==> config.mk <==
export PLATFORM = sky130hd
export DESIGN_NAME = regfile_write_arbiter
export DESIGN_NICKNAME = d
export VERILOG_FILES = /design/src/rtl/regfile_write_arbiter.sv
export SDC_FILE = /design/constraint.sdc
export NUM_CORES = 1
export LEC_CHECK = 0
export BUFFER_PORTS_ARGS = -buffer_cell sky130_fd_sc_hd__buf_2
export CAP_MARGIN = 10
export CORE_MARGIN = 10
export CORE_UTILIZATION = 43
export CTS_CLUSTER_DIAMETER = 100
export CTS_CLUSTER_SIZE = 28
export DETAILED_ROUTE_END_ITERATION = 8
export HOLD_SLACK_MARGIN = 0.08
export PLACE_DENSITY = 0.82
export SYNTH_ARGS = -nofsm -noshare
export SYNTH_HDL_FRONTEND = slang
export SYNTH_SLANG_ARGS = --single-unit
==> constraint.sdc <==
create_clock -name clock -period 2.2 [get_ports clock]
set_input_delay 0.22 -clock clock [delete_from_list [all_inputs] [get_ports clock]]
set_output_delay 0.22 -clock clock [all_outputs]
set_load 0.02 [all_outputs]
==> src/rtl/regfile_write_arbiter.sv <==
// Round-robin arbiter for the single register-file write port, with a
// 32-cycle hardware CLEAR sequence that zeroes every register.
module regfile_write_arbiter #(
    parameter int NUM_REQ     = 4,
    parameter int IDW         = 2,
    parameter bit SUPPRESS_R0 = 1'b1
) (
    input  logic                    clock,
    input  logic                    reset,
    input  logic                    clear_start,
    output logic                    clear_busy,
    input  logic [NUM_REQ-1:0]      req,
    input  logic [5*NUM_REQ-1:0]    addr_flat,
    input  logic [32*NUM_REQ-1:0]   data_flat,
    output logic [NUM_REQ-1:0]      ack,
    output logic                    dec_enable,
    output logic [4:0]              dec_sel,
    output logic [31:0]             wdata,
    output logic [IDW-1:0]          grant_id
);

    // state | meaning
    // IDLE  | arbitrate requesters, one write per cycle
    // CLEAR | write zero to registers 0..31, one per edge
    typedef enum logic {
        IDLE  = 1'b0,
        CLEAR = 1'b1
    } stateT;

    stateT          state, stateNext;
    logic [IDW-1:0] rrPtr, rrPtrNext;
    logic [4:0]     clrCnt, clrCntNext;
    logic           decEnableNext;
    logic [4:0]     decSelNext;
    logic [31:0]    wdataNext;
    logic [IDW-1:0] grantIdNext;

    logic           anyReq;
    logic [IDW-1:0] winner;
    logic           accept;
    logic [4:0]     addrWin;
    logic [31:0]    dataWin;

    function automatic int wrapIdx(input int i);
        return (i >= NUM_REQ) ? i - NUM_REQ : i;
    endfunction

    // First requester at or after rrPtr, scanning cyclically.
    always_comb begin
        anyReq = 1'b0;
        winner = '0;
        for (int k = 0; k < NUM_REQ; k++) begin
            if (!anyReq && req[wrapIdx(int'(rrPtr) + k)]) begin
                anyReq = 1'b1;
                winner = IDW'(wrapIdx(int'(rrPtr) + k));
            end
        end
    end

    assign addrWin    = addr_flat[int'(winner)*5 +: 5];
    assign dataWin    = data_flat[int'(winner)*32 +: 32];
    assign accept     = (state == IDLE) && !clear_start && !reset && anyReq;
    assign ack        = accept ? (NUM_REQ'(1) << winner) : '0;
    assign clear_busy = (state == CLEAR);

    always_comb begin
        stateNext     = state;
        rrPtrNext     = rrPtr;
        clrCntNext    = clrCnt;
        decEnableNext = 1'b0;
        decSelNext    = dec_sel;
        wdataNext     = wdata;
        grantIdNext   = grant_id;
        case (state)
            IDLE: begin
                if (clear_start) begin
                    stateNext  = CLEAR;
                    clrCntNext = 5'd0;
                end else if (accept) begin
                    decEnableNext = !(SUPPRESS_R0 && (addrWin == 5'd0));
                    decSelNext    = addrWin;
                    wdataNext     = dataWin;
                    grantIdNext   = winner;
                    rrPtrNext     = IDW'(wrapIdx(int'(winner) + 1));
                end
            end
            CLEAR: begin
                decEnableNext = !(SUPPRESS_R0 && (clrCnt == 5'd0));
                decSelNext    = clrCnt;
                wdataNext     = 32'd0;
                grantIdNext   = '0;
                clrCntNext    = clrCnt + 5'd1;
                if (clrCnt == 5'd31) begin
                    stateNext = IDLE;
                end
            end
            default: stateNext = IDLE;
        endcase
    end

    always_ff @(posedge clock) begin
        if (reset) begin
            state      <= IDLE;
            rrPtr      <= '0;
            clrCnt     <= 5'd0;
            dec_enable <= 1'b0;
            dec_sel    <= 5'd0;
            wdata      <= 32'd0;
            grant_id   <= '0;
        end else begin
            state      <= stateNext;
            rrPtr      <= rrPtrNext;
            clrCnt     <= clrCntNext;
            dec_enable <= decEnableNext;
            dec_sel    <= decSelNext;
            wdata      <= wdataNext;
            grant_id   <= grantIdNext;
        end
    end

endmodule
==> flow_metrics.env, run 1 <==
export IMPL_outcome="complete, no violations"
export IMPL_synth_cells=350
export IMPL_endpoint_kind="output pin"
export IMPL_cts_root_buf="clkbuf_8"
export IMPL_worst_pin_slew_ns=0.6642
export IMPL_clock_sink_count=48
export IMPL_crit_type="flop to output pin"
export IMPL_powerDensity_nw_per_um2=592.9
export IMPL_hold_class="primary input to flop"
export IMPL_finalHoldViolCount=0
export IMPL_r2r_setup_slack_ns=0.17
export IMPL_syn_to_final_growth_pct=43.39
export IMPL_setup_viol=0
export IMPL_synthArstFlopShare=0
export IMPL_drv_cap=0
export IMPL_final_common_cell="buf_2"
export IMPL_fp_dieW_um=103.9
export IMPL_met2_length_um=5862
export IMPL_p_leak_uw=0.002143
export IMPL_ys_warn_count=0
export IMPL_clk_latency_ns=0.30
export IMPL_wire_per_inst_um=17.70
export IMPL_antenna_found_initial=0
export IMPL_power_uw=2574
export IMPL_row_count=30
export IMPL_slew_headroom=0.5538
export IMPL_start_util=0.4432
export IMPL_finalSetupTns_ns=0
export IMPL_yosysSeqAreaShare=0.3174
export IMPL_dp_final_hpwl_um=9049
export IMPL_clk_path_buf_depth=2
export IMPL_rsz0062_at_grt="true"
export IMPL_synth_avg_cell_area_sq_um=8.651
export IMPL_required_ns=1.98
export IMPL_ys_types=42
export IMPL_min_from="data_flat[34]"
export IMPL_final_cell_mix="197 x buf_2, 68 x mux2i_1, 65 x nand2_1, 46 x dfxtp_1, 32 x a32o_1"
export IMPL_finalWirelength_um=11380
export IMPL_critical_path_peak_fanout=13
export IMPL_ant_nets=0
export IMPL_yosys_area_top_type="dfxtp_1"
export IMPL_synth_seq_cells=48
export IMPL_synth_top_family_by_area="multiplexers"
export IMPL_drive_gt1_frac=0.4260
export IMPL_die_area_sq_um=10800
export IMPL_io_pins=200
export IMPL_fmax_mhz=476.1
export IMPL_syn_cell_area_sq_um=3028
export IMPL_r2r_start="rrPtr[1]"
export IMPL_synth_top_area_frac=0.3174
export IMPL_synth_compound_area_share=0.1975
export IMPL_fill_cells=601
export IMPL_nets=709
export IMPL_start_kind="flop"
export IMPL_io_buffers=199
export IMPL_vias=3451
export IMPL_synthesis_nets=512
export IMPL_routabilityCongestion=0.8296
export IMPL_synthMuxAreaShare=0.2285
export IMPL_fin_crit_sh=0.9547
export IMPL_cts_tree="built"
export IMPL_crit_start="rrPtr[1]"
export IMPL_antenna_cells=0
export IMPL_firstDrtPassIters=4
export IMPL_grt_pass1_wl_um=18150
export IMPL_dieHeight_um=103.9
export IMPL_yosys_area_share_simple=0.1781
export IMPL_synth_area_leaders="dfxtp_1 32%, mux2i_1 22%, a32o_1 11%, nand2_1 8.1%, ha_1 2.9%"
export IMPL_overflow=0
export IMPL_vdd_drop_max_v=0.0003152
export IMPL_synthAdderAreaFrac=0.02893
export IMPL_grt_usage=0.2001
export IMPL_grt_pass1_vias=3655
export IMPL_vias_per_cell=5.367
export IMPL_min_period_ns=2.100
export IMPL_finish_utilization=0.6355
export IMPL_drtIter0Drc=189
export IMPL_htreeDepth=2
export IMPL_crit_arrival_ns=1.88
export IMPL_cts_buffers=5
export IMPL_post_route_drc_count=0
export IMPL_core_sq_um=6832
export IMPL_grt_max_degree=36
export IMPL_yosys_area_share_xor_xnor=0
export IMPL_dr_max_layer_used="met4"
export IMPL_yosys_most_used_dff="dfxtp_1"
export IMPL_slew_violations=0
export IMPL_skew_ns=0.01004
export IMPL_clk_pin_slew_ns=0.08
export IMPL_met3WireLength_um=894
export IMPL_m1WireLength_um=4439
export IMPL_finish_instance_area_sq_um=4342
export IMPL_synth_edf_count=0
export IMPL_placed_area_sq_um=4177
-- sequential cells by signal, summed over array words and instances, names as in the netlist --
signal and flops:
rrPtr 2, wdata 32, clrCnt 5, dec_sel 5
dec_enable 1, grant_id 2, clear_busy 1
-- synth_stat cells (2+ instances only) --
master and number:
mux2i_1 68, nand2_1 65, dfxtp_1 48, a32o_1 32, nor2_1 17, clkbuf_1 13
nand3_1 13, buf_2 12, o21ai_0 9, a21oi_1 7, ha_1 7, and2_1 6
inv_1 6, nor3_1 6, a22oi_1 4, nand2b_1 4, a211oi_1 3, a21boi_0 2
a311oi_1 2, a31oi_1 2, nor2b_1 2, nor4_1 2
-- critical path, cell delays in order (launching register included) --
cell and delay [ns]:
dfxtp_2 0.38, mux2i_1 0.19, nor2_1 0.08, nor3_4 0.30
inv_4 0.15, ha_1 0.21, and2_1 0.12, buf_2 0.16
-- report_power, final --
group          total [uW]  internal (uW)  switching (uW)
clock network         503            217             286
logic                1080            498             577
registers             997            949            47.9
total                2570           1660             910
-- layer usage --
layer / track usage / up-vias
met5: 0 / -
met4: 0.05567 / 0
met3: 0.06320 / 15
met2: 0.3604 / 166
met1: 0.2193 / 1592
li1: - / 1678
-- kinds of logic after synthesis --
family,count (synthesis)
buffers and inverters,34
and+or+nand+nor,120
muxes,69
adders and majority gates,7
DFF,48
AOI/OAI and AO/OA,72
-- through the flow --
step / setup WS, ns / hold WS [ns] / std cells
6_report: 0.09974 / 0.2780 / 643
4_1_cts: 0.02332 / 0.2757 / 638
3_3_place_gp: 0.2530 / 0.4359 / 629
5_1_grt: -0.007644 / 0.2787 / 643
3_5_place_dp: 0.1579 / 0.4491 / 629
2_1_floorplan: 0.2866 / 0.3627 / 350
-- worst paths after layout --
check / end / cells after the start
setup / recovery: ack[0] / 7
hold / removal: wdata[2] / 4
setup reg to reg: wdata[7] / 8
hold reg to reg: grant_id[1] / 2
-- final cells by class --
class	count	area, sq um	share of cell area
clock inverter	1	5.005	0.001153
inverter	7	28.78	0.006628
multi-input combinational	268	1928	0.4441
sequential	48	963.4	0.2219
tap	96	120.1	0.02767
clock buffer	6	72.57	0.01671
timing repair buffer	217	1224	0.2818
-- timing repair --
action,CTS,global route
gates cloned,1,0
setup endpoints to repair,3,4
buffers inserted,1,5
resized for setup,1,4
pin swaps,2,2
hold buffers,0,0
Power figures use the tool's default switching activity.
==> run 2, diff against run 1 <==
--- a/config.mk
+++ b/config.mk
@@ -7,6 +7,7 @@
 export LEC_CHECK = 0
 export BUFFER_PORTS_ARGS = -buffer_cell sky130_fd_sc_hd__buf_2
 export CAP_MARGIN = 10
+export CORE_ASPECT_RATIO = 0.7
 export CORE_MARGIN = 10
 export CORE_UTILIZATION = 43
 export CTS_CLUSTER_DIAMETER = 100
==> run 2 against run 1 <==
Net effect: sequential power about the same; first-iteration DRC count down 1.1%; sequential cell count unchanged; final area up 0.72%; power up 5.1%; die area up 0.49%; hold slack worse by 0.021 ns; sequential share of layout area down 0.10 points; via count up 0.67%; largest power group unchanged.
==> flow_metrics.env, run 2 (synthesis results as in run 1) <==
export IMPL_overflow=0
export IMPL_cts_hold_buf=0
export IMPL_finalHoldViolCount=0
export IMPL_min_period_ns=2.102
export IMPL_wire_per_inst_um=17.80
export IMPL_dp_final_hpwl_um=9330
export IMPL_drive_gt1_frac=0.4412
export IMPL_vias_per_cell=5.369
export IMPL_cp_depth=8
export IMPL_vdd_drop_max_v=0.0002660
export IMPL_clk_pin_slew_ns=0.09
export IMPL_slew_headroom=0.5635
export IMPL_top_register="wdata"
export IMPL_dr_max_layer_used="met4"
export IMPL_whs_ns=0.2571
export IMPL_clock_sink_count=48
export IMPL_setup_viol=0
export IMPL_fin_crit_sh=0.9553
export IMPL_grt_max_degree=25
export IMPL_met2_length_um=5534
export IMPL_required_ns=1.98
export IMPL_final_cells=647
export IMPL_ant_nets=0
export IMPL_finalWirelength_um=11520
export IMPL_io_pins=200
export IMPL_worst_pin_slew_ns=0.6519
export IMPL_start_kind="flop"
export IMPL_clk_latency_ns=0.30
export IMPL_path_cells="nand2b_1 -> a21oi_1 -> nor3_4 -> buf_8 -> buf_4 -> ha_1 -> and2_1 -> buf_2"
export IMPL_crit_type="flop to output pin"
export IMPL_top_regs="wdata: 32 flops, clrCnt: 5 flops, dec_sel: 5 flops"
export IMPL_core_sq_um=6788
export IMPL_powerDensity_nw_per_um2=618.5
export IMPL_cts_tree="built"
export IMPL_dieHeight_um=90.21
export IMPL_ff2ff_path_depth=6
export IMPL_routabilityCongestion=0.9050
export IMPL_htreeDepth=2
export IMPL_start_util=0.4461
export IMPL_hold_depth=3
export IMPL_clk_path_buf_depth=2
export IMPL_outcome="complete, no violations"
export IMPL_antenna_found_initial=0
export IMPL_dp_cells=633
export IMPL_largest_reg_flops=32
export IMPL_post_route_drc_count=0
export IMPL_vias=3474
export IMPL_grt_pass1_vias=3829
export IMPL_final_cell_mix="199 x buf_2, 67 x mux2i_1, 65 x nand2_1, 46 x dfxtp_1, 32 x a32o_1"
export IMPL_nets=714
export IMPL_slew_violations=0
export IMPL_p_leak_uw=0.002164
export IMPL_final_common_cell="buf_2"
export IMPL_power_uw=2704
export IMPL_worstPathBufferInverterCount=3
export IMPL_crit_slowest_cell="dfxtp_4"
export IMPL_crit_family="buffers and inverters"
export IMPL_io_buffers=199
export IMPL_antenna_cells=0
export IMPL_placed_area_sq_um=4194
export IMPL_drtIter0Drc=187
export IMPL_crit_arrival_ns=1.88
export IMPL_critical_path_peak_fanout=6
export IMPL_finish_instance_area_sq_um=4373
export IMPL_grt_usage=0.2025
export IMPL_m1WireLength_um=4471
export IMPL_cts_root_buf="clkbuf_8"
export IMPL_cts_buffers=5
export IMPL_slowest_delay_ns=0.37
export IMPL_fmax_mhz=475.8
export IMPL_row_count=25
export IMPL_drv_cap=0
export IMPL_syn_to_final_growth_pct=44.42
export IMPL_endpoint_kind="output pin"
export IMPL_fp_dieW_um=120.3
export IMPL_hold_class="primary input to flop"
export IMPL_die_area_sq_um=10850
export IMPL_met3WireLength_um=1275
export IMPL_grt_pass1_wl_um=18330
export IMPL_skew_ns=0.005059
export IMPL_firstDrtPassIters=5
[run 2: cell types whose count changed in the layout (fill, tap and decap cells not counted), sizes merged]
cell	change
bufinv	+1
buf	+6
bufbuf	-1
[run 2: what timing repair did]
| item | 4_1_cts | 5_1_grt |
|---|---|---|
| pin swaps | 0 | 3 |
| setup buffers | 4 | 2 |
| endpoints found under the hold margin | 0 | 0 |
| setup endpoints to repair | 2 | 5 |
| gates cloned | 0 | 0 |
| resized for setup | 3 | 8 |
[run 2: worst min-delay path, stage by stage]
cell and delay (ns):
buf_2 0.15, a21oi_1 0.08, nor2_1 0.07
[run 2: layer usage]
layer  up-vias  GRT usage
li1       1686          -
met3        22    0.07308
met1      1562     0.2183
met2       204     0.3569
met4         0    0.07014
met5         -          0
[run 2: worst paths after layout]
check	from	to	slack, ns
worst max-delay path	rrPtr[1]	ack[3]	0.1
worst min-delay path	clear_start	clear_busy	0.26
worst max register to register	rrPtr[1]	dec_enable	0.16
worst min register to register	grant_id[1]	grant_id[1]	0.45
[run 2: per-stage QoR]
step	utilization	setup TNS [ns]	setup WS, ns
floorplan	-	0	0.2866
global placement	0.6179	0	0.2344
detailed placement	0.6179	0	0.1527
CTS	0.6394	0	0.02904
global route	0.6442	-0.001815	-0.001815
finish	0.6442	0	0.09832
[run 2: where the power goes]
group          leakage, uW  switching, uW  internal (uW)
registers         0.000395           47.4            949
logic              0.00171            583            495
clock network    0.0000552            293            338
[run 2: final cells by class]
class / instances / area [sq um]
clock buffer: 6 / 72.57
clock inverter: 2 / 35.03
fill: 605 / 2415
inverter: 7 / 28.78
multi-input combinational: 268 / 1939
sequential: 48 / 965.9
tap: 94 / 117.6
timing repair buffer: 222 / 1214
==> run 3, diff against run 2 <==
--- a/config.mk
+++ b/config.mk
@@ -15,6 +15,8 @@
 export DETAILED_ROUTE_END_ITERATION = 8
 export HOLD_SLACK_MARGIN = 0.08
 export PLACE_DENSITY = 0.82
+export RECOVER_POWER = 25
+export REMOVE_ABC_BUFFERS = 1
 export SYNTH_ARGS = -nofsm -noshare
 export SYNTH_HDL_FRONTEND = slang
 export SYNTH_SLANG_ARGS = --single-unit
==> run 3 against run 2 <==
Net effect: hold slack gained 0.014 ns; critical path depth shrank 1; highest routed layer unchanged; largest cell class unchanged; critical path type unchanged; count of clock-buffer cells in the layout grew 2.
==> flow_metrics.env, run 3 (synthesis results as in run 1) <==
export IMPL_clock_sink_count=48
export IMPL_clk_latency_ns=0.30
export IMPL_wire_per_inst_um=18.33
export IMPL_crit_arrival_ns=1.92
export IMPL_slew_headroom=0.5315
export IMPL_top_register="wdata"
export IMPL_setup_viol=0
export IMPL_io_buffers=199
export IMPL_nets=724
export IMPL_cts_root_buf="clkbuf_8"
export IMPL_power_uw=2663
export IMPL_routabilityCongestion=0.8964
export IMPL_clk_pin_slew_ns=0.09
export IMPL_final_common_cell="buf_2"
export IMPL_dieHeight_um=90.21
export IMPL_p_int_uw=1723
export IMPL_placed_area_sq_um=4202
export IMPL_slew_violations=0
export IMPL_min_period_ns=2.138
export IMPL_grt_pass1_vias=3766
export IMPL_largest_reg_flops=32
export IMPL_ant_nets=0
export IMPL_grt_usage=0.2021
export IMPL_drtIter0Drc=156
export IMPL_antenna_cells=0
export IMPL_core_sq_um=6788
export IMPL_whs_ns=0.2713
export IMPL_crit_slowest_cell="dfxtp_4"
export IMPL_io_pins=200
export IMPL_grt_max_degree=24
export IMPL_fin_crit_sh=0.9719
export IMPL_drv_cap=0
export IMPL_finalHoldViolCount=0
export IMPL_final_cell_mix="175 x buf_2, 68 x mux2i_1, 65 x nand2_1, 47 x dfxtp_1, 32 x a32o_1"
export IMPL_fmax_mhz=467.7
export IMPL_finish_instance_area_sq_um=4436
export IMPL_dp_final_hpwl_um=9502
export IMPL_firstDrtPassIters=4
export IMPL_p_leak_uw=0.002123
export IMPL_p_seq_frac=0.373
export IMPL_path_cells="mux2i_1 -> nor2_1 -> nor3_4 -> buf_12 -> ha_1 -> and2_1 -> buf_6"
export IMPL_vdd_drop_max_v=0.0002707
export IMPL_post_route_drc_count=0
export IMPL_crit_type="flop to output pin"
export IMPL_fp_dieW_um=120.3
export IMPL_die_area_sq_um=10850
export IMPL_power_frac_clock=0.206
export IMPL_clk_path_buf_depth=2
export IMPL_hold_class="primary input to flop"
export IMPL_required_ns=1.98
export IMPL_htreeDepth=2
export IMPL_vias_per_cell=5.405
export IMPL_rsz0062_at_grt="true"
export IMPL_finish_utilization=0.6535
export IMPL_hold_depth=3
export IMPL_start_util=0.4461
export IMPL_overflow=0
export IMPL_drive_gt1_frac=0.4067
export IMPL_worst_pin_slew_ns=0.6973
export IMPL_slowest_delay_ns=0.39
export IMPL_ff2ff_path_depth=9
export IMPL_finalWirelength_um=12040
export IMPL_powerDensity_nw_per_um2=600.3
export IMPL_grt_pass1_wl_um=18290
export IMPL_antenna_found_initial=0
export IMPL_setup_ws_ns=0.06191
export IMPL_pre_cts_slack_ns=0.1739
export IMPL_pwr_share_comb=0.421
export IMPL_endpoint_kind="output pin"
export IMPL_row_count=25
export IMPL_netSwitchingFraction=0.3530
export IMPL_critical_path_peak_fanout=23
export IMPL_cts_buffers=5
export IMPL_skew_ns=0.008742
export IMPL_start_kind="flop"
export IMPL_vias=3551
export IMPL_syn_to_final_growth_pct=46.49
export IMPL_power_switching_uw=939.9
export IMPL_top_regs="wdata: 32 flops, clrCnt: 5 flops, dec_sel: 5 flops"
export IMPL_fill_cells=584
export IMPL_cts_tree="built"
export IMPL_outcome="complete, no violations"
run 3: cell types whose count changed in the layout (fill, tap and decap cells not counted), sizes merged:
cell,before,now
inv,7,6
bufinv,1,0
clkbuf,6,31
buf,222,209
run 3: final cells by class:
cell class                      instances  area [sq um]  area share
Multi-Input combinational cell        268          1936      0.4364
Timing Repair Buffer                  232          1296      0.2922
Sequential cell                        48         964.7      0.2175
Tap cell                               94         117.6     0.02652
Clock buffer                            8         90.09     0.02031
Inverter                                7         31.28    0.007052
run 3: critical path, delay by kind of cell (launching register included):
family | cells | cell delay (ns)
adders and majority gates | 1 | 0.16
buffers and inverters | 2 | 0.33
DFF | 1 | 0.39
muxes | 1 | 0.20
and+or+nand+nor | 3 | 0.53
run 3: final timing paths:
kind                               endpoint        start  slack (ns)
worst max-delay path                 ack[3]     rrPtr[1]        0.06
worst min-delay path             clear_busy  clear_start        0.27
worst max register to register    wdata[28]     rrPtr[1]        0.12
worst min register to register  grant_id[1]  grant_id[1]        0.46
run 3: power groups by stage:
stage	clock network, uW	logic, uW	registers, uW
floorplan	0	530	1100
global placement	0	1010	1010
detailed placement	0	1040	1010
CTS	564	1080	992
global route	597	1210	1000
finish	547	1120	994
run 3: routing by layer:
layer | global-route usage | part of all wire
met1 | 0.2183 | 0.41
met2 | 0.3533 | 0.48
met3 | 0.07870 | 0.090
met4 | 0.06613 | 0.020
met5 | 0 | 0
run 3: timing repair:
item | in CTS | in global routing
hold buffers | 0 | 0
setup endpoints to repair | 4 | 9
gates cloned | 1 | 1
pin swaps | 1 | 1
setup buffers | 3 | 11
gates resized for setup | 2 | 13
run 3: through the flow:
step	setup TNS (ns)	instances
5_1_grt	-0.1527	657
6_report	0	657
4_1_cts	0	646
3_3_place_gp	0	634
3_5_place_dp	0	634
2_1_floorplan	-67.21	323
